<file path="src/rtl/instr_fetch_unit.sv">
`default_nettype none
// ============================================================================
// Module   : instr_fetch_unit
// Purpose  : Fetch stage between program memory and the instruction decoder.
//            Owns the fetch PC, reads program memory combinationally and
//            buffers {pc, word} pairs in a small prefetch FIFO. The head entry
//            is presented to the decoder with a valid flag; control logic
//            retires it with a one-cycle ack pulse. A redirect flushes the
//            FIFO and restarts fetching at a new address. Fetching stops once
//            a HALT opcode (4'hF) has been pushed.
// Ports    : clk           - rising-edge clock
//            rst_n         - asynchronous active-low reset
//            imem_addr     - program memory address (current fetch PC)
//            imem_data     - program memory word at imem_addr
//            instr         - head instruction (0 when FIFO empty)
//            instr_pc      - fetch address of head instruction (0 when empty)
//            instr_valid   - head entry present
//            instr_ack     - one-cycle pulse retiring the head entry
//            redirect      - flush FIFO and restart fetch at redirect_addr
//            redirect_addr - new fetch PC
//            halted        - HALT fetched, fetching stopped
//            fifo_count    - number of occupied FIFO entries
// Revision : 1.0 - initial release
// ============================================================================
module instr_fetch_unit #(
  parameter int PC_W    = 8,
  parameter int INSTR_W = 16,
  parameter int DEPTH   = 2
) (
  input  logic                       clk,
  input  logic                       rst_n,
  output logic [PC_W-1:0]            imem_addr,
  input  logic [INSTR_W-1:0]         imem_data,
  output logic [INSTR_W-1:0]         instr,
  output logic [PC_W-1:0]            instr_pc,
  output logic                       instr_valid,
  input  logic                       instr_ack,
  input  logic                       redirect,
  input  logic [PC_W-1:0]            redirect_addr,
  output logic                       halted,
  output logic [$clog2(DEPTH):0]     fifo_count
);

  localparam int         PTR_W   = $clog2(DEPTH);
  localparam int         CNT_W   = $clog2(DEPTH) + 1;
  localparam logic [3:0] HALT_OP = 4'hF;

  typedef enum logic [0:0] {
    ST_FETCH  = 1'b0,
    ST_HALTED = 1'b1
  } state_t;

  state_t               r_state;
  state_t               w_state_nxt;
  logic [PC_W-1:0]      r_fetch_pc;
  logic [PC_W-1:0]      w_fetch_pc_nxt;

  // FIFO storage. Entries are not reset: the read side is masked while the
  // FIFO is empty, so stale contents are never visible.
  logic [PC_W-1:0]      r_pc_mem    [DEPTH];
  logic [INSTR_W-1:0]   r_instr_mem [DEPTH];
  logic [PTR_W-1:0]     r_rd_ptr;
  logic [PTR_W-1:0]     r_wr_ptr;
  logic [CNT_W-1:0]     r_count;

  logic                 w_empty;
  logic                 w_full;
  logic                 w_pop;
  logic                 w_push;
  logic                 w_push_halt;

  // --------------------------------------------------------------------------
  // Push / pop qualification. Redirect has top priority and suppresses both;
  // an ack on an empty FIFO is dropped. A full FIFO may still accept a push
  // in the same cycle its head is retired.
  // --------------------------------------------------------------------------
  always_comb begin
    w_empty     = (r_count == '0);
    w_full      = (r_count == CNT_W'(DEPTH));
    w_pop       = instr_ack & ~w_empty & ~redirect;
    w_push      = ~redirect & (r_state == ST_FETCH) & (~w_full | w_pop);
    w_push_halt = w_push & (imem_data[INSTR_W-1 -: 4] == HALT_OP);
  end

  // --------------------------------------------------------------------------
  // Fetch FSM: next state. The HALT word itself is queued; only further
  // fetches stop. Leaving HALTED requires a redirect.
  // --------------------------------------------------------------------------
  always_comb begin
    w_state_nxt = r_state;
    if (redirect) begin
      w_state_nxt = ST_FETCH;
    end else if (w_push_halt) begin
      w_state_nxt = ST_HALTED;
    end
  end

  always_ff @(posedge clk or negedge rst_n) begin
    if (!rst_n) begin
      r_state <= ST_FETCH;
    end else begin
      r_state <= w_state_nxt;
    end
  end

  // --------------------------------------------------------------------------
  // Fetch PC. Advances only on a push, so it rests at HALT address + 1 once
  // halted. Natural modulo 2^PC_W wrap.
  // --------------------------------------------------------------------------
  always_comb begin
    w_fetch_pc_nxt = r_fetch_pc;
    if (redirect) begin
      w_fetch_pc_nxt = redirect_addr;
    end else if (w_push) begin
      w_fetch_pc_nxt = r_fetch_pc + PC_W'(1);
    end
  end

  always_ff @(posedge clk or negedge rst_n) begin
    if (!rst_n) begin
      r_fetch_pc <= '0;
    end else begin
      r_fetch_pc <= w_fetch_pc_nxt;
    end
  end

  // --------------------------------------------------------------------------
  // FIFO pointers and occupancy. DEPTH is a power of two, so the pointers
  // wrap naturally at their width.
  // --------------------------------------------------------------------------
  always_ff @(posedge clk or negedge rst_n) begin
    if (!rst_n) begin
      r_rd_ptr <= '0;
      r_wr_ptr <= '0;
      r_count  <= '0;
    end else if (redirect) begin
      r_rd_ptr <= '0;
      r_wr_ptr <= '0;
      r_count  <= '0;
    end else begin
      if (w_push) begin
        r_wr_ptr <= r_wr_ptr + PTR_W'(1);
      end
      if (w_pop) begin
        r_rd_ptr <= r_rd_ptr + PTR_W'(1);
      end
      case ({w_push, w_pop})
        2'b10:   r_count <= r_count + CNT_W'(1);
        2'b01:   r_count <= r_count - CNT_W'(1);
        default: r_count <= r_count;
      endcase
    end
  end

  always_ff @(posedge clk) begin
    if (w_push) begin
      r_pc_mem[r_wr_ptr]    <= r_fetch_pc;
      r_instr_mem[r_wr_ptr] <= imem_data;
    end
  end

  // --------------------------------------------------------------------------
  // Outputs. The head is read straight from FIFO registers; nothing here
  // depends combinationally on instr_ack.
  // --------------------------------------------------------------------------
  always_comb begin
    imem_addr   = r_fetch_pc;
    instr_valid = ~w_empty;
    instr       = w_empty ? '0 : r_instr_mem[r_rd_ptr];
    instr_pc    = w_empty ? '0 : r_pc_mem[r_rd_ptr];
    halted      = (r_state == ST_HALTED);
    fifo_count  = r_count;
  end

endmodule
`default_nettype wire
</file>
<file path="config.mk">
export PLATFORM = sky130hd
export DESIGN_NAME = instr_fetch_unit
export DESIGN_NICKNAME = d
export VERILOG_FILES = /design/src/rtl/instr_fetch_unit.sv
export SDC_FILE = /design/constraint.sdc
export NUM_CORES = 1
export LEC_CHECK = 0
export BUFFER_PORTS_ARGS = -buffer_cell sky130_fd_sc_hd__buf_2
export CORE_ASPECT_RATIO = 0.6
export CORE_UTILIZATION = 40
export CTS_BUF_LIST = sky130_fd_sc_hd__clkbuf_2
export DETAILED_ROUTE_END_ITERATION = 7
export SYNTH_ARGS = -nofsm -noshare
export SYNTH_HDL_FRONTEND = slang
export SYNTH_SLANG_ARGS = --single-unit
</file>
<file path="constraint.sdc">
create_clock -name clk -period 11.2 [get_ports clk]
set_input_delay 0 -clock clk [delete_from_list [all_inputs] [get_ports clk]]
set_output_delay 0 -clock clk [all_outputs]
set_load 0.1 [all_outputs]
</file>
Word-level counts from Yosys, hierarchy flattened --
Memory sizes are Yosys's and may differ from the RTL's. Cells that the tools add are included.
Word-level totals: logic and storage cells 45, bits in latches 0, memory bits (writable) 48, register bits after elaboration 13, ROM bits 0, memories 2, bits of input ports 28
Cells by class: add/subtract/negate cells 5, mux-type cells 14, shifts and indexed selects 0, $lt $le $gt $ge 0, eq/ne operators 4, reduce and logical (&&, ||, !) cells 5, divide/modulo/power cells 0, bitwise gates (word level) 10, multipliers 0
Memory list:
- r_instr_mem | words 2, bits a word 16, read ports 1, clocked after memory_dff 0, write ports 1, RTL line 61 | logic [INSTR_W-1:0] r_instr_mem [DEPTH];
- r_pc_mem | words 2, bits a word 8, read ports 1, clocked after memory_dff 0, write ports 1, RTL line 60 | logic [PC_W-1:0] r_pc_mem [DEPTH];
Operators by type and width (count):
- two-way mux 8 bit | 3
- two-way mux 16 bit | 1
- adder 8 x 1 -> 8 bit (second input constant) | 1
- two-way mux 1 bit | 8
- nonzero test 2 bit | 3
- bitwise AND 1 bit | 5
- equality test 2 bit (second input constant) | 2
- equality test 4 bit (second input constant) | 1
- inverter 1 bit | 4
- one-hot mux 2 bit (2 select lines) | 1
- nonzero test 3 bit | 1
- adder 1 bit (second input constant) | 2
- adder 2 x 1 -> 2 bit (second input constant) | 1
- equality test 2 x 1 -> 1 bit (second input constant) | 1
- logical NOT 2 bit | 1
- two-way mux 2 bit | 1
- subtractor 2 x 1 -> 2 bit (second input constant) | 1
- OR 1 bit | 1

Logic depth before layout (Yosys ltp) --
word-level depth 9, depth in mapped cells 5, depth with buffers taken out 5

Least setup slack after synthesis --
OpenSTA, ideal clock, no wires.
kind register -> register, start register r_count[0] (netlist: fifo_count[0]), end memory r_instr_mem[1][0], enable pin, stages on the path, launching flop included 3, library setup time 0.474 ns, data required time 10.726 ns, buffers on the path 0, path slack 6.913 ns, arrival time 3.812 ns, period minus slack after synthesis 4.287 ns, cell sequence dfrtp_1 -> nor3b_4 -> nor4b_1
Between the ends: cells in the longest elaborated chain, start to end 8
Ends and longest elaborated chain:
- start, declared | RTL line 64 | logic [CNT_W-1:0] r_count;
- start signal, assigned | RTL line 148 | 2'b10: r_count <= r_count + CNT_W'(1);
- start signal, assigned | RTL line 149 | 2'b01: r_count <= r_count - CNT_W'(1);
- start signal, assigned | RTL line 150 | default: r_count <= r_count;
- logical NOT 2 bit | RTL line 78 | w_empty = (r_count == '0);
- inverter 1 bit | RTL line 80 | w_pop = instr_ack & ~w_empty & ~redirect;
- bitwise AND 1 bit (2 in a row) | RTL line 80
- OR 1 bit (*) | RTL line 81 | w_push = ~redirect & (r_state == ST_FETCH) & (~w_full | w_pop);
- bitwise AND 1 bit (*) | RTL line 81
- two-way mux 1 bit (*) | RTL line 156 | if (w_push) begin
- two-way mux 1 bit (not written as such) (*) | RTL line 158 | r_instr_mem[r_wr_ptr] <= imem_data;
- end, declared | RTL line 61
Mark *: on every way between the ends. The rest lies on a longest branch, timed or not.

Final worst setup path --
start register r_count[0] (netlist: fifo_count[0]), end output instr[14]
Between the ends: cells in the longest elaborated chain, start to end 2
Ends and longest elaborated chain:
- logical NOT 2 bit | RTL line 78
- two-way mux 16 bit | RTL line 169 | instr = w_empty ? '0 : r_instr_mem[r_rd_ptr];
- end, declared | RTL line 34 | output logic [INSTR_W-1:0] instr,
No other way between the ends.

==> results.md <==
- Clock buffer count from CTS: 9
- Worst skew pair latency: ~0.47 ns
- Area leader, netlist: edfxtp_1
- Initial core utilization: 0.415
- Post-CTS Hold Buffers: 45
- I/O pin count: between 60 and 70
- Final Hold Viols: 0
- Clk network pwr share: 0.175
- Setup violators final: 0
- CTS tree: built
- EDFF count, synth: between 40 and 50
- Min-Delay Endpoint: r_instr_mem[0][10]
- Clock skew: 0.0205 ns
- FMAX: about 430 MHz
- Wirelength, routed: 5.27 mm
- Part of the cycle the worst path needs: 0.207
- Synthesized area: 2540 sq um
- Peak VDD IR: approximately 0.000096 V
- R2r endpoint: r_instr_mem[0][9]
- CTS Root Cell: clkbuf_2
- Area contributors post-synth: edfxtp_1, dfrtp_1, mux2i_1
- RSZ-0062 raised after global routing: false
- HP Start: imem_data[10]
- Post-CTS Setup Bufs: 0
- Hold Path Cell Cnt: 2
- Crit path time final: between 2 and 2.5 ns
- Final-layout fill cell count: 545
- Routability Congestion: 0.728
- Die H: roughly 64 um
- Die area: approximately 6700 sq um
- WL per Instance: 13.8 um
- CP Data Required Time: 11.20 ns
- Htree depth: 3
- Power Dens Cells: 172 nW/um^2
- Switching power: 0.000259 W
- Gates resized, CTS repair: 0
- Slew margin rel.: 0.269
- Largest net degree at the start of global routing: 27
- Nets: 322
- CP Launch Point: fifo_count[0]
- Worst setup EP type: primary output
- Num rows: 22
- Vias: ~1800
- Initial antenna violation count: 0
- Fraction of registers with async set/reset: 0.213
- Post-Syn Instances: ~180
- Avg Synthesized Cell Area: between 10 and 15 sq um
- Reg2Reg Setup Slack: approximately 9.0 ns
- First-pass GRT wire length: approximately 8.5 mm
- Fin Setup TNS: 0 ns
- CP Launch Type: flip-flop
- Seq/Total Area, Yosys: 0.696
- Number of clock sinks: 61
- # diodes: 0
- Share of cells above drive strength 1: 0.299
- Cell variety after synth: 28
- Routed Antenna Nets: 0
- Mapped Nets: 208
- CP arrival: between 2 and 2.5 ns
- #FFs+latches synth: between 60 and 70
- Worst hold path class: in2reg
- Buffers added on ports: between 60 and 70
- Inst Count DP: about 320
- DRC: 0
- Reg-to-reg startpoint: halted
- FF-to-FF path depth: 2
- Fin. max-slew vios: 0
- Vias per cell: around 4.7
- Synth cell count leaders: edfxtp_1, nor2_1, mux2i_1
- Crit Path Class: reg2out
- Leak pwr: 1.38 nW
- Die width: 105 um
- MaxCap Viol Count: 0
- Sw Share: 0.430
- Worst Max-Slew Pin Slew: between 1 and 1.5 ns
- Core area: roughly 6100 sq um
- Fin cells: 382
- Number of DRC markers in iteration 0: 67
- CTS clk-pin slew, worst paths: around 0.17 ns
- Pint: between 0.0003 and 0.0004 W
- Vias in the first global route: between 1500 and 2000
- Gr ovfl total: 0
- Top cell type's share of synthesized area: 0.568
- DR pass1 iterations: 4
- Post-detail-place hpwl: between 3 and 4 mm
- Top-count cell post-synth: edfxtp_1
- GR Util All Layers: 0.170
- Flop pwr share: 0.469
- Clk buf depth: 2
- Crit-path max FO: 26
- Status: finished, final reports clean
- Main synth FF type: edfxtp_1
- Gate power share: 0.356
- Synth Warn #: 0
- Area grow syn2layout: 37.8%
[how the worst max path moves through the flow]
stage | end | cells past startpoint | slack [ns]
6_report | instr[14] | 3 | 8.88
5_1_grt | instr_valid | 3 | 8.56
4_1_cts | instr[0] | 3 | 8.73
3_5_place_dp | r_pc_mem[0][2] | 2 | 8.93
3_3_place_gp | r_instr_mem[0][12] | 2 | 8.97
2_1_floorplan | r_instr_mem[1][0] | 2 | 6.91
[layer usage]
metal | track usage | wire length (um) | up-vias
li1 | - | - | 883
met1 | 0.226 | 2550 | 868
met2 | 0.257 | 2460 | 46
met3 | 0.0631 | 230 | 6
met4 | 0.0599 | 38 | 0
met5 | 0 | 0 | -
[area by class of cell]
class,count,area [sq um],area share
flip-flops and latches,61,1770,0.505
repair buffers,111,788,0.225
multi-input cells,108,744,0.213
well taps,84,105,0.0300
clock buffers,9,45.0,0.0129
clock inverters,7,41.3,0.0118
inverters,2,7.51,0.00215
[cells in the final DEF, fill, tap and decap left out, types with 3 or more instances in the layout]
cell | Yosys | final
nand4_1 | 3 | 3
dfrtp_1 | 13 | 13
nand2_1 | 11 | 11
dlygate4sd3_1 | 0 | 45
nor4_2 | 2 | 3
o21ai_0 | 3 | 3
nor4b_2 | 2 | 3
xnor2_1 | 8 | 8
edfxtp_1 | 48 | 48
o21ai_1 | 8 | 8
nor2_1 | 30 | 29
mux2i_1 | 25 | 25
clkbuf_2 | 0 | 9
buf_4 | 0 | 3
buf_2 | 4 | 63
[critical path, stage by stage (launching register included)]
cell and delay (ns):
dfrtp_1 0.50, nor2_2 0.85, nor2_1 0.14, buf_2 0.34
[power by group through the flow]
stage / Sequential (W) / Clock [W] / Combinational, W
6_report: 0.000283 / 0.000105 / 0.000215
5_1_grt: 0.000285 / 0.000122 / 0.000226
4_1_cts: 0.000283 / 0.000110 / 0.000216
3_5_place_dp: 0.000288 / 0 / 0.000201
3_3_place_gp: 0.000287 / 0 / 0.000200
2_1_floorplan: 0.000316 / 0 / 0.000135
[flip-flops by register name, indices dropped and copies added (netlist names)]
signal       cells
halted           1
r_pc_mem        16
r_instr_mem     32
imem_addr        8
r_rd_ptr         1
r_wr_ptr         1
fifo_count       2
[kinds of logic after synthesis]
family,after synthesis,share of synthesized area
flops,61,0.696
fa+ha+maj,1,0.00493
simple gates,59,0.123
compound gates,14,0.0301
buf+inv,10,0.0168
mux,25,0.0986
xor+xnor,9,0.0311
[through the flow]
stage | worst slack (ns) | hold slack (ns) | instance area, sq um | total power [W] | util
floorplan | 6.91 | -0.296 | 2540 | 0.000451 | -
global placement | 8.97 | -0.0917 | 2960 | 0.000488 | 0.485
detailed placement | 8.93 | -0.0873 | 2960 | 0.000488 | 0.485
CTS | 8.73 | 0.209 | 3500 | 0.000609 | 0.572
global route | 8.56 | 0.182 | 3500 | 0.000633 | 0.572
finish | 8.88 | 0.247 | 3500 | 0.000603 | 0.572
No activity file was read; power rests on OpenSTA's default activity.
